File: src/rtl/sha256_round_ctrl.sv
// Sequencing controller for the SHA-256 compression datapath: block handshake,
// mode strobes, round index and multi-block chain tracking.
module sha256_round_ctrl #(
  parameter int NUM_ROUNDS = 64,
  parameter int CNT_W      = 16
) (
  input  logic             clk,
  input  logic             rst,
  input  logic             block_valid,
  input  logic             block_first,
  input  logic             block_last,
  input  logic             abort,
  output logic             block_ready,
  output logic             init_round,
  output logic             init_digest,
  output logic             first_block,
  output logic             partial_rounds,
  output logic             update_digest,
  output logic [5:0]       round_idx,
  output logic             w_msg_sel,
  output logic             digest_valid,
  output logic             proto_err,
  output logic             busy,
  output logic [CNT_W-1:0] blk_count
);

  typedef enum logic [2:0] {S_IDLE, S_INIT, S_ROUND, S_DIGEST, S_DONE} state_t;

  localparam logic [5:0] LAST_RND = 6'(NUM_ROUNDS - 1);

  state_t           state_q, state_d;
  logic             first_q, first_d;
  logic             last_q, last_d;
  logic             chain_open_q, chain_open_d;
  logic [CNT_W-1:0] blk_count_q, blk_count_d;
  logic [5:0]       round_idx_q, round_idx_d;

  logic block_ready_q, block_ready_d;
  logic init_round_q, init_round_d;
  logic first_block_q, first_block_d;
  logic partial_q, partial_d;
  logic update_q, update_d;
  logic w_msg_sel_q, w_msg_sel_d;
  logic digest_valid_q, digest_valid_d;
  logic proto_err_q, proto_err_d;
  logic busy_q, busy_d;

  logic accept, chain_live, new_chain;

  always_comb begin
    state_d      = state_q;
    first_d      = first_q;
    last_d       = last_q;
    chain_open_d = chain_open_q;
    blk_count_d  = blk_count_q;
    round_idx_d  = 6'd0;
    proto_err_d  = 1'b0;

    accept     = block_valid & block_ready_q;
    // An abort coinciding with an accept clears the chain before the block starts.
    chain_live = chain_open_q & ~abort;
    new_chain  = block_first | ~chain_live;

    case (state_q)
      S_IDLE: begin
        if (abort) begin
          chain_open_d = 1'b0;
          blk_count_d  = '0;
        end
        if (accept) begin
          state_d      = S_INIT;
          first_d      = new_chain;
          last_d       = block_last;
          proto_err_d  = ~block_first & ~chain_live;
          chain_open_d = 1'b1;
          if (new_chain) blk_count_d = '0;
        end
      end
      S_INIT: state_d = S_ROUND;
      S_ROUND: begin
        if (round_idx_q == LAST_RND) begin
          state_d     = S_DIGEST;
          blk_count_d = (blk_count_q == '1) ? blk_count_q : blk_count_q + CNT_W'(1);
        end else begin
          round_idx_d = round_idx_q + 6'd1;
        end
      end
      S_DIGEST: begin
        state_d = last_q ? S_DONE : S_IDLE;
        if (last_q) chain_open_d = 1'b0;
      end
      S_DONE:  state_d = S_IDLE;
      default: state_d = S_IDLE;
    endcase

    if (abort && state_q != S_IDLE) begin
      state_d      = S_IDLE;
      chain_open_d = 1'b0;
      blk_count_d  = '0;
      round_idx_d  = 6'd0;
    end

    // Outputs are decoded from the next state so they line up with it.
    block_ready_d  = (state_d == S_IDLE);
    init_round_d   = (state_d == S_INIT);
    first_block_d  = (state_d == S_INIT) & first_d;
    partial_d      = (state_d == S_ROUND);
    update_d       = (state_d == S_DIGEST);
    digest_valid_d = (state_d == S_DONE);
    busy_d         = (state_d != S_IDLE);
    w_msg_sel_d    = (state_d == S_ROUND) && (round_idx_d < 6'd16);
  end

  always_ff @(posedge clk or posedge rst) begin
    if (rst) begin
      state_q        <= S_IDLE;
      first_q        <= 1'b0;
      last_q         <= 1'b0;
      chain_open_q   <= 1'b0;
      blk_count_q    <= '0;
      round_idx_q    <= 6'd0;
      block_ready_q  <= 1'b0;
      init_round_q   <= 1'b0;
      first_block_q  <= 1'b0;
      partial_q      <= 1'b0;
      update_q       <= 1'b0;
      w_msg_sel_q    <= 1'b0;
      digest_valid_q <= 1'b0;
      proto_err_q    <= 1'b0;
      busy_q         <= 1'b0;
    end else begin
      state_q        <= state_d;
      first_q        <= first_d;
      last_q         <= last_d;
      chain_open_q   <= chain_open_d;
      blk_count_q    <= blk_count_d;
      round_idx_q    <= round_idx_d;
      block_ready_q  <= block_ready_d;
      init_round_q   <= init_round_d;
      first_block_q  <= first_block_d;
      partial_q      <= partial_d;
      update_q       <= update_d;
      w_msg_sel_q    <= w_msg_sel_d;
      digest_valid_q <= digest_valid_d;
      proto_err_q    <= proto_err_d;
      busy_q         <= busy_d;
    end
  end

  assign block_ready    = block_ready_q;
  assign init_round     = init_round_q;
  assign init_digest    = init_round_q;
  assign first_block    = first_block_q;
  assign partial_rounds = partial_q;
  assign update_digest  = update_q;
  assign round_idx      = round_idx_q;
  assign w_msg_sel      = w_msg_sel_q;
  assign digest_valid   = digest_valid_q;
  assign proto_err      = proto_err_q;
  assign busy           = busy_q;
  assign blk_count      = blk_count_q;

endmodule

File: config.mk
export PLATFORM = sky130hd
export DESIGN_NAME = sha256_round_ctrl
export DESIGN_NICKNAME = d
export VERILOG_FILES = /design/src/rtl/sha256_round_ctrl.sv
export SDC_FILE = /design/constraint.sdc
export NUM_CORES = 1
export LEC_CHECK = 0
export ABC_AREA = 1
export BUFFER_PORTS_ARGS = -buffer_cell sky130_fd_sc_hd__buf_2
export CORE_MARGIN = 2
export CORE_UTILIZATION = 60
export DETAILED_ROUTE_END_ITERATION = 12
export GPL_TIMING_DRIVEN = 0
export PLACE_DENSITY = 0.82
export SLEW_MARGIN = 20
export SYNTH_ARGS = -nofsm -noshare
export SYNTH_HDL_FRONTEND = slang
export SYNTH_SLANG_ARGS = --single-unit
File: constraint.sdc
create_clock -name clk -period 2.5 [get_ports clk]
set_input_delay 0.125 -clock clk [delete_from_list [all_inputs] [get_ports clk]]
set_output_delay 0.125 -clock clk [all_outputs]
set_load 0.03 [all_outputs]
Word-level counts from Yosys, hierarchy flattened
Cells that the tools add are included.
Widths: inputs -> output; s select.
{ "word_totals": {"output_inout_bits": 32, "input_bits": 6, "ff_bits": 37} }
{ "op_classes": {"muxes": 24, "n_lt_le_gt_ge": 1, "n_reduce_logical": 11, "bitwise": 8, "n_eq_ne": 13, "addsub": 2} }
{ "op_table": {"columns": ["operator", "n"], "rows": [
  ["$mux 16", 6],
  ["$pmux 16 s2", 1],
  ["$mux 6", 3],
  ["$add 16x1->16 const B", 1],
  ["$eq 16x16->1 const B", 1],
  ["$eq 3x2->1 const B", 4],
  ["$mux 3", 4],
  ["$pmux 3 s4", 1],
  ["$reduce_bool 3->1", 4],
  ["$ne 3x3->1 const B", 3],
  ["$mux 1", 8],
  ["$add 6x1->6 const B", 1],
  ["$eq 3x1->1 const B", 2],
  ["$eq 6x6->1 const B", 1],
  ["$logic_not 3->1", 2],
  ["$lt 6x5->1 const B", 1],
  ["$reduce_and 3->1", 2],
  ["$and 1x1->1", 4],
  ["$ne 4x4->1 const B", 1],
  ["$eq 3x3->1 const B", 1],
  ["$not 1->1", 3],
  ["$logic_and 1x1->1", 2],
  ["$pmux 1 s2", 1],
  ["$reduce_and 2->1", 1],
  ["$or 1x1->1", 1]
]} }

Depth between registers and ports, before layout
{ "logic_depth": {"ltp_word": 8, "mapped_depth": 10, "depth_no_buf": 10} }

Worst setup path after synthesis
Ideal clock, no wire load.
{ "synth_timing": {"path_type": "register to register", "startpoint": "register blk_count_q[0] (netlist: blk_count[0])", "endpoint": "register blk_count_q[5] (netlist: blk_count[5])", "path_buffers": 1, "stages_incl_launch_ff": 10, "path_slack_ps": 796, "t_arrival_ps": 1587, "required_time_ps": 2383, "path_cell_list": "dfrtp_1 -> ha_1 -> nand2_1 -> nor2_4 -> nand4_2 -> nand2_4 -> nand3_4 -> buf_6 -> nand2_1 -> nand2_1"} }
{ "synth_between": {"elab_chain_len": 5} }
{ "synth_lines": {"columns": ["item", "line", "rtl"], "rows": [
  ["start, declared", "35", "logic [CNT_W-1:0] blk_count_q, blk_count_d;"],
  ["start signal, assigned", "136", "blk_count_q <= blk_count_d;"],
  ["$add 16x1->16", "83", "blk_count_d = (blk_count_q == '1) ? blk_count_q : blk_count_q + CNT_W'(1);"],
  ["$mux 16", "83", null],
  ["$mux 16", "81", "if (round_idx_q == LAST_RND) begin"],
  ["$pmux 16 s2", "64", "case (state_q)"],
  ["$mux 16", "96", "if (abort && state_q != S_IDLE) begin"]
]} }
Several ways; a longest one is shown, not always the timed one. The select of a mux whose other input is x is not followed.
A chain may end at the register's enable or synchronous reset.

Final worst setup path
Ends and elaborated chain as after synthesis.

==> qor.txt <==
core area: 3630 um^2
worst skew pair latency: 0.30 ns
I/O Buffers: 37
async set or reset register ratio after synthesis: 100%
mapped cell area: 2270 um^2
critical path launch point type: register
antenna violations before repair: 0
Routed Antenna Nets: 0
die area: 4280 um^2
via/cell ratio: 5.52
WS Path Type: register to register
Avg Inst Size Synth: 7.33 um^2
Final Max Slew Viols: 0
Gate power share: 48.7%
adder-cell share of the synthesized area: 1.10%
Crit. End Element: register
compound-gate portion of the synthesized area: 6.02%
switching pwr: 1310 uW
RSZ-0062 raised after global routing: false
Setup TNS Final: 0 ns
pre-CTS setup slack: 0.859 ns
Starting Density: 62.4%
initial drt markers: 271
pwr dens: 1010 nW/um^2
Pint: 1330 uW
Hold Path Class: input port to register
outcome: complete, no violations
Synth cell types: 31
clk_skew: 0.00613 ns
synthesis-to-finish area growth: 15.6%
Max Cap Viol: 0
Post-synth EDFFs: 0
routability cong.: 0.923
nets: 363
DR vias: 2231
CTS Sinks: 36
Slew @ Worst Pin: 0.738 ns
largest family of logic cells by synthesized area: simple AND/OR/NAND/NOR gates
WL/cell: 13.6 um
CTS root buf: clkbuf_8
# H-tree levels: 2
Worst Setup SP: blk_count[0]
Max Root-Sink Buffers: 2
Mapped Cells: 309
Clk pwr share: 15.9%
iteration count of the initial detailed-routing pass: 5
Util after Layout: 72.1%
die width: 65.5 um
DIE HEIGHT: 65.5 um
Simple-Gate Fraction of Synth Area: 41.1%
Syn Nets: 317
Req. time, crit path: 2.69 ns
Tot Pwr: 2640 uW
final worst setup slack: 0.846 ns
row count: 22
final setup fails: 0
proportion of synthesized area in mux cells: 0%
Final period util: 66.2%
Peak VDD IR: 0.000710 V
Hold Vio Cnt, Final: 0
Max Fclk: 0.605 GHz
most common flop cell mapped by yosys: dfrtp_1
crit path DAT: 1.84 ns
Sequential Power Share: 35.4%
XOR/XNOR Fraction of Synth Area: 1.16%
Total GRT Usage: 28.5%
largest fanout on the critical path: 10
Net Sw Frac: 49.7%
flops & latches, synth: 36
Post-CTS Resized: 0
Lkg Pwr: 0.00141 uW
DP HPWL: 3870 um
vias in the first global route: 2040
layout cell share with drive strength beyond 1: 23.0%
min Tclk post-route: 1.65 ns
first-pass GRT wire length: 9270 um
final routed DRC violation total: 0
io pins: 38
largest net degree at the start of global routing: 37
sequential share of the synthesized area: 39.8%
CTS Buf Count: 5
hold path startpoint: block_last
Final Non-Filler Cells: 404
ant diodes: 0
Clock transition at path regs: 0.07 ns
grt total ovfl: 0
Worst R2R Start: blk_count[0]
DP Cell Count: 394
Post-Route WL: 5500 um
slew margin rel.: 50.7%
TritonCTS clock tree: done
yosys warns: 0
[logic make-up (layout without fill, tap and decap cells)]
family | count (synthesis) | count (layout)
adder cells (fa/ha/maj) | 2 | 2
buffers and inverters | 58 | 105
AND/OR/NAND/NOR | 187 | 187
XOR/XNOR | 3 | 3
AO/OA/AOI/OAI | 23 | 23
flip-flops | 36 | 36
[what timing repair did]
item	in CTS	in global routing
hold buffers	1	1
endpoints found under the hold margin	36	1
setup buffers	0	0
[metal layers]
metal | vias to the layer above | part of all wire (%) | global-route usage (%)
li1 | 1096 | - | -
met4 | 0 | 2.7 | 13.5
met2 | 87 | 49 | 46.2
met5 | - | 0 | 0
met3 | 19 | 5.9 | 6.16
met1 | 1029 | 43 | 36.5
[cells in the final DEF (no fill, tap or decap), types with 3 or more instances in the layout]
cell type,instances
inv_1,42
nand3_1,40
a21oi_1,8
dfrtp_1,36
inv_2,4
nand4_1,22
clkbuf_8,5
nor2_1,31
o21ai_0,8
nor2_2,4
nand2_1,71
buf_4,4
nor2_4,3
buf_2,42
nand3_2,7
nand2_2,4
[Yosys cell counts (2+ instances only)]
| cell | n | share of area [%] |
|---|---|---|
| nor2_1 | 31 | 5.1 |
| nand2_1 | 71 | 12 |
| buf_4 | 4 | 1.3 |
| xor2_1 | 2 | 0.77 |
| nand3b_1 | 2 | 0.66 |
| o21ai_0 | 8 | 1.8 |
| ha_1 | 2 | 1.1 |
| o21ai_2 | 2 | 0.77 |
| inv_1 | 43 | 7.1 |
| buf_2 | 5 | 1.1 |
| a21oi_1 | 8 | 1.8 |
| nor2_4 | 3 | 1.5 |
| nand3_1 | 40 | 8.8 |
| nand2_2 | 4 | 1.1 |
| nand4_1 | 22 | 6.1 |
| inv_2 | 3 | 0.50 |
| nor2_2 | 4 | 1.1 |
| nand3_2 | 7 | 3.1 |
| dfrtp_1 | 36 | 40 |
[stage by stage]
stage	hold WS, ns	instance area, um^2
finish	0.0352	2620
CTS	0.00237	2610
global placement	0.304	2510
floorplan	0.197	2270
global route	0.0483	2620
detailed placement	0.311	2510
[final cells by class]
class	instances	area, um^2
Multi-Input combinational cell	215	1120
Clock inverter	2	16.3
Fill cell	311	1010
Inverter	46	173
Clock buffer	6	72.6
Buffer	12	73.8
Sequential cell	36	901
Timing Repair Buffer	39	205
Tap cell	48	60.1
[path summary, 6_finish.rpt]
check | slack, ns | depth (start not counted) | to
max in group asynchronous | 1.53 | 3 | proto_err
worst max register to register | 0.85 | 9 | blk_count[5]
worst min-delay path | 0.04 | 3 | last_q
worst max-delay path | 0.85 | 9 | blk_count[5]
worst min register to register | 0.49 | 1 | round_idx[0]
min in group asynchronous | 0.50 | 3 | blk_count[8]
[power by group through the flow]
stage | Sequential, uW | Clock [uW] | Combinational [uW]
detailed placement | 942 | 0 | 1280
CTS | 933 | 420 | 1280
finish | 936 | 420 | 1290
floorplan | 1190 | 0 | 679
global route | 961 | 453 | 1410
global placement | 935 | 0 | 1260
[flip-flops by register name (all words and copies together) (netlist names)]
register	flops
init_digest	1
partial_rounds	1
blk_count	16
update_digest	1
digest_valid	1
state_q	3
chain_open_q	1
block_ready	1
round_idx	6
busy	1
first_block	1
last_q	1
w_msg_sel	1
proto_err	1
[critical path, cell delays in order (launching register included)]
cell	delay [ns]
dfrtp_1	0.44
ha_1	0.20
nand2_1	0.10
nor2_4	0.17
nand4_2	0.14
nand2_4	0.13
nand3_4	0.07
buf_6	0.16
nand2_1	0.07
nand2_1	0.05
Note: power is estimated with default switching activity, not from simulation.
